`config.mk`:
```
export PLATFORM = sky130hd
export DESIGN_NAME = fft_frame_serializer
export DESIGN_NICKNAME = d
export VERILOG_FILES = /design/src/rtl/fft_frame_serializer.sv
export SDC_FILE = /design/constraint.sdc
export NUM_CORES = 1
export LEC_CHECK = 0
export ABC_AREA = 1
export ABC_CLOCK_PERIOD_IN_PS = 28700
export CAP_MARGIN = 30
export CORE_MARGIN = 2
export CORE_UTILIZATION = 55
export CTS_BUF_LIST = sky130_fd_sc_hd__clkbuf_16
export CTS_CLUSTER_DIAMETER = 40
export DETAILED_ROUTE_END_ITERATION = 6
export MAX_ROUTING_LAYER = met4
export PLACE_DENSITY_LB_ADDON = 0.2
export SKIP_CTS_REPAIR_TIMING = 1
export SLEW_MARGIN = 20
export SYNTH_ARGS = -nofsm -noshare
export SYNTH_HDL_FRONTEND = slang
export SYNTH_SLANG_ARGS = --single-unit
```
`constraint.sdc`:
```
create_clock -name clk -period 28.7 [get_ports clk]
set_input_delay 5.74 -clock clk [delete_from_list [all_inputs] [get_ports clk]]
set_output_delay 5.74 -clock clk [all_outputs]
set_load 0.01 [all_outputs]
```
`src/rtl/fft_frame_serializer.sv`:
```
`default_nettype none
// ============================================================================
// Module   : fft_frame_serializer
// Purpose  : Accepts one frame of four parallel complex samples ({real, imag},
//            signed Q16.16) per handshake, buffers up to two frames and emits
//            them one sample per cycle in output-index order. With REORDER=1
//            the slots are read bit-reversed (0,2,1,3).
// Ports    : clk, rst            - clock, synchronous active-high reset
//            in_valid/in_ready   - frame handshake for in0..in3
//            in0..in3            - slot samples {real, imag}, 2*DATA_W each
//            out_valid/out_ready - per-sample handshake
//            out_real/out_imag   - split sample components, zero when idle
//            out_idx/out_last    - position k in frame, high on k == 3
// Revision : 1.0 - initial release
// ============================================================================
module fft_frame_serializer #(
  parameter int DATA_W  = 32,
  parameter bit REORDER = 1'b1
) (
  input  logic                clk,
  input  logic                rst,
  input  logic                in_valid,
  output logic                in_ready,
  input  logic [2*DATA_W-1:0] in0,
  input  logic [2*DATA_W-1:0] in1,
  input  logic [2*DATA_W-1:0] in2,
  input  logic [2*DATA_W-1:0] in3,
  output logic                out_valid,
  input  logic                out_ready,
  output logic [DATA_W-1:0]   out_real,
  output logic [DATA_W-1:0]   out_imag,
  output logic [1:0]          out_idx,
  output logic                out_last
);

  localparam int SAMPLE_W = 2 * DATA_W;

  // Two frame buffers of four slots; contents are never reset, only pointers.
  logic [SAMPLE_W-1:0] frame_q [2][4];

  logic       wr_ptr_q, wr_ptr_d;
  logic       rd_ptr_q, rd_ptr_d;
  logic [1:0] count_q,  count_d;
  logic [1:0] k_q,      k_d;

  logic                accept;
  logic                pop;
  logic                pop_last;
  logic [1:0]          slot;
  logic [SAMPLE_W-1:0] sample;

  // Both handshake flags derive from registered occupancy only, so there is
  // no combinational path from out_ready to in_ready.
  assign in_ready  = (count_q != 2'd2);
  assign out_valid = (count_q != 2'd0);

  assign accept   = in_valid && in_ready;
  assign pop      = out_valid && out_ready;
  assign pop_last = pop && (k_q == 2'd3);

  generate
    if (REORDER) begin : g_bitrev
      // Bit-reversing a 2-bit index yields the 0,2,1,3 slot order.
      assign slot = {k_q[0], k_q[1]};
    end else begin : g_linear
      assign slot = k_q;
    end
  endgenerate

  assign sample = frame_q[rd_ptr_q][slot];

  always_comb begin
    wr_ptr_d = wr_ptr_q;
    rd_ptr_d = rd_ptr_q;
    k_d      = k_q;
    count_d  = count_q;

    if (accept) begin
      wr_ptr_d = ~wr_ptr_q;
    end

    if (pop) begin
      k_d = k_q + 2'd1;             // wraps 3 -> 0 naturally
      if (pop_last) begin
        rd_ptr_d = ~rd_ptr_q;
      end
    end

    // Only a final-word pop releases a frame; a simultaneous accept cancels it.
    case ({accept, pop_last})
      2'b10:   count_d = count_q + 2'd1;
      2'b01:   count_d = count_q - 2'd1;
      default: count_d = count_q;
    endcase
  end

  always_ff @(posedge clk) begin
    if (rst) begin
      wr_ptr_q <= 1'b0;
      rd_ptr_q <= 1'b0;
      count_q  <= 2'd0;
      k_q      <= 2'd0;
    end else begin
      wr_ptr_q <= wr_ptr_d;
      rd_ptr_q <= rd_ptr_d;
      count_q  <= count_d;
      k_q      <= k_d;
    end
  end

  always_ff @(posedge clk) begin
    if (accept && !rst) begin
      frame_q[wr_ptr_q][0] <= in0;
      frame_q[wr_ptr_q][1] <= in1;
      frame_q[wr_ptr_q][2] <= in2;
      frame_q[wr_ptr_q][3] <= in3;
    end
  end

  // Outputs are forced to zero whenever no sample is presented.
  assign out_real = out_valid ? sample[SAMPLE_W-1:DATA_W] : '0;
  assign out_imag = out_valid ? sample[DATA_W-1:0]        : '0;
  assign out_idx  = out_valid ? k_q                       : 2'd0;
  assign out_last = out_valid && (k_q == 2'd3);

endmodule
`default_nettype wire
```
After elaboration in Yosys (flattened, before gate mapping). Memory sizes are Yosys's and may differ from the RTL's. A register that Yosys moved wholly into a read port is not among the register bits. Cells that the tools add are included.

Bits in registers: 6. Bits in writable memories: 512. Input bits: 260. Output and inout bits: 69. Word-level logic and storage cells: 36. Memories kept: 1.

$add $sub $neg: 3. Magnitude comparators: 1. Equality and inequality tests: 4. Multiplexer cells: 11. Bitwise logic cells: 3. Reductions and logical operators: 9.

Memory list: frame_q (depth 2, width 256, rd ports 1, clocked after Yosys merged registers in 1, wr ports 1, RTL line 39) `logic [SAMPLE_W-1:0] frame_q [2][4];`.

Operator list (number): binary-select mux 64 bit (select 2 bit) (1); two-way mux 64 bit (2); two-way mux 32 bit (2); logical AND 1 bit (5); adder 2 x 1 -> 2 bit, second input constant (2); == test 2 bit, second input constant (2); two-way mux 1 bit (4); one-hot mux 2 bit (2 select lines) (1); nonzero test 2 bit (2); greater-or-equal comparator 3 bit, second input constant (1); NOT 2 -> 3 bit (1); == test 2 x 1 -> 1 bit, second input constant (1); two-way mux 2 bit (1); inequality test 2 bit, second input constant (1); NOT 1 bit (2); AND reduction 2 bit (1); subtractor 2 x 1 -> 2 bit, second input constant (1); logical NOT 1 bit (1).

Longest topological paths before layout.
Depth after elaboration: 6. Depth in mapped cells: 9. Mapped depth without buffers: 9.

Worst setup path before layout. No wires, ideal clock.

Path kind: input to register. Start point: in rst. End point: mem frame_q[1][0] in the netlist's numbering (enable). Setup time: 1186 ps. Data arrival time: 23057 ps. Required time: 27514 ps. Setup slack: 4457 ps. Stages on the path: 1. Path through: nor3_1.

Word-level cells in the longest chain between the ends: 4.

Ends and longest elaborated chain: from (decl) (RTL line 21) `input logic rst,`; logical NOT 1 bit (RTL line 112) `if (accept && !rst) begin`; logical AND 1 bit (RTL line 112); two-way mux 1 bit (RTL line 112); two-way mux 1 bit (implied by the code) (RTL line 116) `frame_q[wr_ptr_q][3] <= in3;`; to (decl) (RTL line 39).

No other way between the ends.

Worst setup path after layout.
Start point: reg k_q[1]. End point: out out_imag[26].

Word-level cells in the longest chain between the ends: 5.

Ends and longest elaborated chain: from (decl) (RTL line 44) `logic [1:0] k_q, k_d;`; from (signal assigned) (RTL line 107) `k_q <= k_d;`; NOT 2 -> 3 bit (implied by the code) (RTL line 70) `assign sample = frame_q[rd_ptr_q][slot];`; binary-select mux 64 bit (select 2 bit) (RTL line 70); two-way mux 64 bit (implied by the code) (2 in a row) (RTL line 70); two-way mux 32 bit (RTL line 122) `assign out_imag = out_valid ? sample[DATA_W-1:0] : '0;`; to (decl) (RTL line 31) `output logic [DATA_W-1:0] out_imag,`.

No other way between the ends. The select of a mux whose other input is x is not followed.

==> metrics <==
Avg Synthesized Cell Area=10.1 sq um; Synth Warn #=0; register bit total from synthesis=519; clk_lat worst skew=0.56 ns; setup ws final=19.34 ns; largest net degree at the start of global routing=171; commonest non-fill, non-tap cells in the layout=840 x nand2_1, 529 x inv_1, 512 x edfxtp_1, 328 x clkdlybuf4s50_1, 260 x nand3_1; commonest non-fill, non-tap cell in the layout=nand2_1; core area=40800 sq um; area post-placement=26300 sq um; CP most frequent cell=nand2_1; fmax=107 MHz; vias in the first global route=15945; post-route clock skew=0.0115 ns; vias per inst=5.02; fin. max-slew vios=0; Area contributors post-synth=edfxtp_1 67%, nand2_1 14%, inv_1 8.6%; 1st-pass router iterations=5; number of fillers in the final layout=2877; DIE HEIGHT=208 um; Slew HR=34.9%; syn nets=2528; Max Cap Viol=0; Gate Count Post-Synth=2266; critical-path maximum fanout=66; Starting Density=55.8%; post-DP HPWL=32500 um; Leakage Power=12.9 nW; Root Driver=clkbuf_16; first-pass GRT wire length=83700 um; cells along the critical path=buf_4 -> buf_4 -> nand3_1 -> nand2_1 -> nand2_1 -> nand2_1 -> clkdlybuf4s50_1; CTS tree=yes; Worst EP required=22.96 ns; setup TNS=0 ns; Initial DRC Count=1240; Worst Setup End Kind=primary output; clk sink count=519; post-synthesis sequential area ratio=68.1%; Routed Wire Length=53900 um; Final setup viols=0; area delta synth->final=26.0%; Synth area leader=edfxtp_1; CTS H-tree depth=3; ratio of cells with drive above 1 in the final layout=5.34%; clock tree buffer depth=3; Final Cycle Share=32.6%; delay-heaviest family, CP=buffers and inverters; initial antenna violation count=10; Placement Setup Slack=19.58 ns; Synth top area share=67.5%; gr ovfl total=0; Hold WC Path Type=reg2reg; # nets final=2852; final hold slack=0.465 ns; post-route ant nets=0; Worst-Margin Slew=0.976 ns; maximum vdd drop=49.9 uV; crit path buf inv count=3; # rows=74; CTS Buf Count=67; IO Pins=329; Clock transition at path regs=0.06 ns; crit start category=register; Fin. Hold Viols=0; RSZ-0062 raised after global routing=no; slowest cell on the critical path=buf_4; routed len/inst=16.9 um; mapped cell area=22800 sq um; fin crit period=9.36 ns; die area=43100 sq um; DRC=0; Die X=208 um; via count=15990; Final Cell Area=28700 sq um; Port Buffer Count=328; Crit Path Class=reg2out; gr usage total=25.7%; slowest stage delay, CP=0.81 ns; Netlist cell types=20; pwr dens=65.6 nW/um^2; Final GP Congestion=0.838; status=finished, final reports clean; Worst Path Arrival=3.62 ns
==> cell type report <==
| class | count | area (sq um) | share of cell area, % |
|---|---|---|---|
| Sequential cell | 519 | 15500 | 54.1 |
| Multi-Input combinational cell | 1125 | 4610 | 16.1 |
| Timing Repair Buffer | 353 | 3640 | 12.7 |
| Inverter | 524 | 1980 | 6.89 |
| Clock buffer | 71 | 1780 | 6.19 |
| Tap cell | 532 | 666 | 2.32 |
| Clock inverter | 50 | 479 | 1.67 |
| Antenna cell | 11 | 27.5 | 0.0959 |
==> flip-flops by register name, indices dropped and copies added (netlist names), named ones only <==
signal and cells:
count_q 2, frame_q 512, k_q 2, rd_ptr_q 1, wr_ptr_q 1
==> path summary, 6_finish.rpt <==
kind                                 from  cells past startpoint                   endpoint  slack (ns)
setup / recovery      k_q[1]$_SDFFE_PP0P_                      7               out_imag[26]       19.34
hold / removal      wr_ptr_q$_SDFFE_PP0P_                      2      wr_ptr_q$_SDFFE_PP0P_        0.46
setup reg to reg  count_q[0]$_SDFFE_PP0P_                      8  frame_q[1][229]$_DFFE_PP_       25.13
hold reg to reg     wr_ptr_q$_SDFFE_PP0P_                      2      wr_ptr_q$_SDFFE_PP0P_        0.46
==> through the flow <==
stage          cells  util (%)  power [W]
2_1_floorplan   2266         -   0.000983
4_1_cts         3171      70.0    0.00189
5_1_grt         3184      70.3    0.00194
3_5_place_dp    3050      64.5    0.00106
3_3_place_gp    3043      64.1    0.00106
6_report        3185      70.3    0.00188
==> power breakdown <==
group | total [W] | switching, W | internal (W) | leakage, nW
clock | 0.000835 | 0.000313 | 0.000522 | 1.14
combinational | 0.000176 | 0.0000958 | 0.0000799 | 6.95
sequential | 0.000873 | 0.00000702 | 0.000866 | 4.75
==> layer usage <==
layer,vias to the layer above,routed length [um],global-route usage (%)
met3,95,3740,4.34
met1,7592,21700,31.9
met2,591,27100,42.9
met5,-,0,-
met4,0,1460,8.77
li1,7712,-,-
==> synth_stat cells, drive strengths merged <==
master,instances
o21ai,3
nor3,1
inv,524
dfxtp,7
clkbuf,2
a21oi,4
ha,2
nand2,840
buf,96
edfxtp,512
nor2,14
or2,1
nand3,260
==> worst register-to-register path: cells and delay by family, from the launching register on <==
kind	cells	cell delay, ns
AND/OR/NAND/NOR	3	0.34
buffers and inverters	5	2.41
flip-flops	1	0.41
==> kinds of logic (layout without fill, tap and decap cells) <==
logic type	Yosys count	after routing	synth area share, %
AO/OA/AOI/OAI	7	7	0.154
flip-flops	519	519	68.1
other	0	11	0
AND/OR/NAND/NOR	1116	1116	19.9
adder cells (fa/ha/maj)	2	2	0.110
buffers and inverters	622	998	11.7
Power figures use the tool's default switching activity.
==> variant: new RTL, config.mk and constraints unchanged <==
The parameter `DATA_W` goes from 32 to 36.
--- a/src/rtl/fft_frame_serializer.sv
+++ b/src/rtl/fft_frame_serializer.sv
@@ -14,7 +14,7 @@
 // Revision : 1.0 - initial release
 // ============================================================================
 module fft_frame_serializer #(
-  parameter int DATA_W  = 32,
+  parameter int DATA_W  = 36,
   parameter bit REORDER = 1'b1
 ) (
   input  logic                clk,
Interface: changed (6 resized); port bits go from 329 to 369. No check against the original RTL was run, so the function may have changed too.
==> variant against the unedited design <==
Sequential power increased by 13%; setup slack got worse by 0.39 ns; highest routed layer unchanged; clock skew increased by 0.0078 ns; sequential cell count increased by 64; area after synthesis increased by 12%; sequential share of layout area decreased by 0.27 points; first-iteration DRC count increased by 11%; power increased by 16%; design area increased by 13%; wire length increased by 15%.
==> variant: results (changes against the unedited design) <==
Finish
  • Layout buffering overhead excluding clock cells: 12.4% (-0.28 points)
  • Non-clock buffer count: 391 (+11%)
  • N_diodes: 15 (+4)
  • Layout cells sized above 1: 5.72% (+0.39 points)
  • Register Area: 17400 sq um (+12%)
  • Largest regs: frame_q x576, count_q x2, k_q x2
  • CLK BUF: 85 (+20%)

Floorplan
  • FP Rows: 78 (+5.4%)

Worst setup path
  • Crit-path max FO: 73 (+11%)
  • Crit-path max cell delay: 0.92 ns (+0.11 ns)
  • Crit path DAT: 4.01 ns (+0.39 ns)

STA
  • Slew HR: 24.8% (-10 points)

Synthesis
  • Synth top area cells: edfxtp_1 (68%), nand2_1 (14%), inv_1 (8.6%)
  • Commonest cells post-synth: nand2_1 (944), inv_1 (586), edfxtp_1 (576)

CTS
  • Total CTS buffers: 81 (+21%)
  • CTS Sinks: 583 (+12%)

Placement
  • DPL Wire Length: 37.6 mm (+16%)
  • Placed cell areas: 29500 sq um (+12%)

Power and ir drop
  • Static Leakage: 14.5 nW (+13%)
  • Peak VDD IR: 0.0509 mV (+2.0%)
  • Switching Fraction: 22.8% (+0.77 points)

GRT
  • Pin count of the biggest net entering global routing: 162 (-5.3%)
  • Gr usage total: 26.8% (+1.1 points)
  • Initial antenna violation count: 12 (+2)

Detailed routing
  • Number of DRC markers in iteration 0: 1381 (+11%)
  • Via density per instance: 5.02 (about the same)
  • Met3 wire length: 4.33 mm (+16%)
  • Post-Route WL: 62.0 mm (+15%)
  • Metal2 WL: 31.0 mm (+14%)

Status
  • Status: finished clean
[variant: changes by cell type after synthesis, sizes merged]
cell,before,now
nand2,840,944
edfxtp,512,576
inv,524,588
nand3,260,292
clkbuf,2,14
buf,96,94
[variant: worst paths after layout]
path / to / slack [ns] / cells after the start
min: wr_ptr_q / 0.48 / 2
max reg2reg: frame_q[0][52] / 25.52 / 8
min reg2reg: wr_ptr_q / 0.48 / 2
max: out_imag[16] / 18.95 / 7
[variant: through the flow]
step,std cells,hold slack (ns)
detailed placement,3421,0.468
global placement,3415,0.450
finish,3585,0.480
global route,3582,0.513
floorplan,2540,0.434
CTS,3568,0.475
[variant: per-layer routing]
| layer | GRT usage (%) | up-vias |
|---|---|---|
| li1 | - | 8668 |
| met1 | 33.0 | 8556 |
| met2 | 43.7 | 647 |
| met3 | 5.68 | 120 |
| met4 | 10.2 | 0 |
| met5 | - | - |
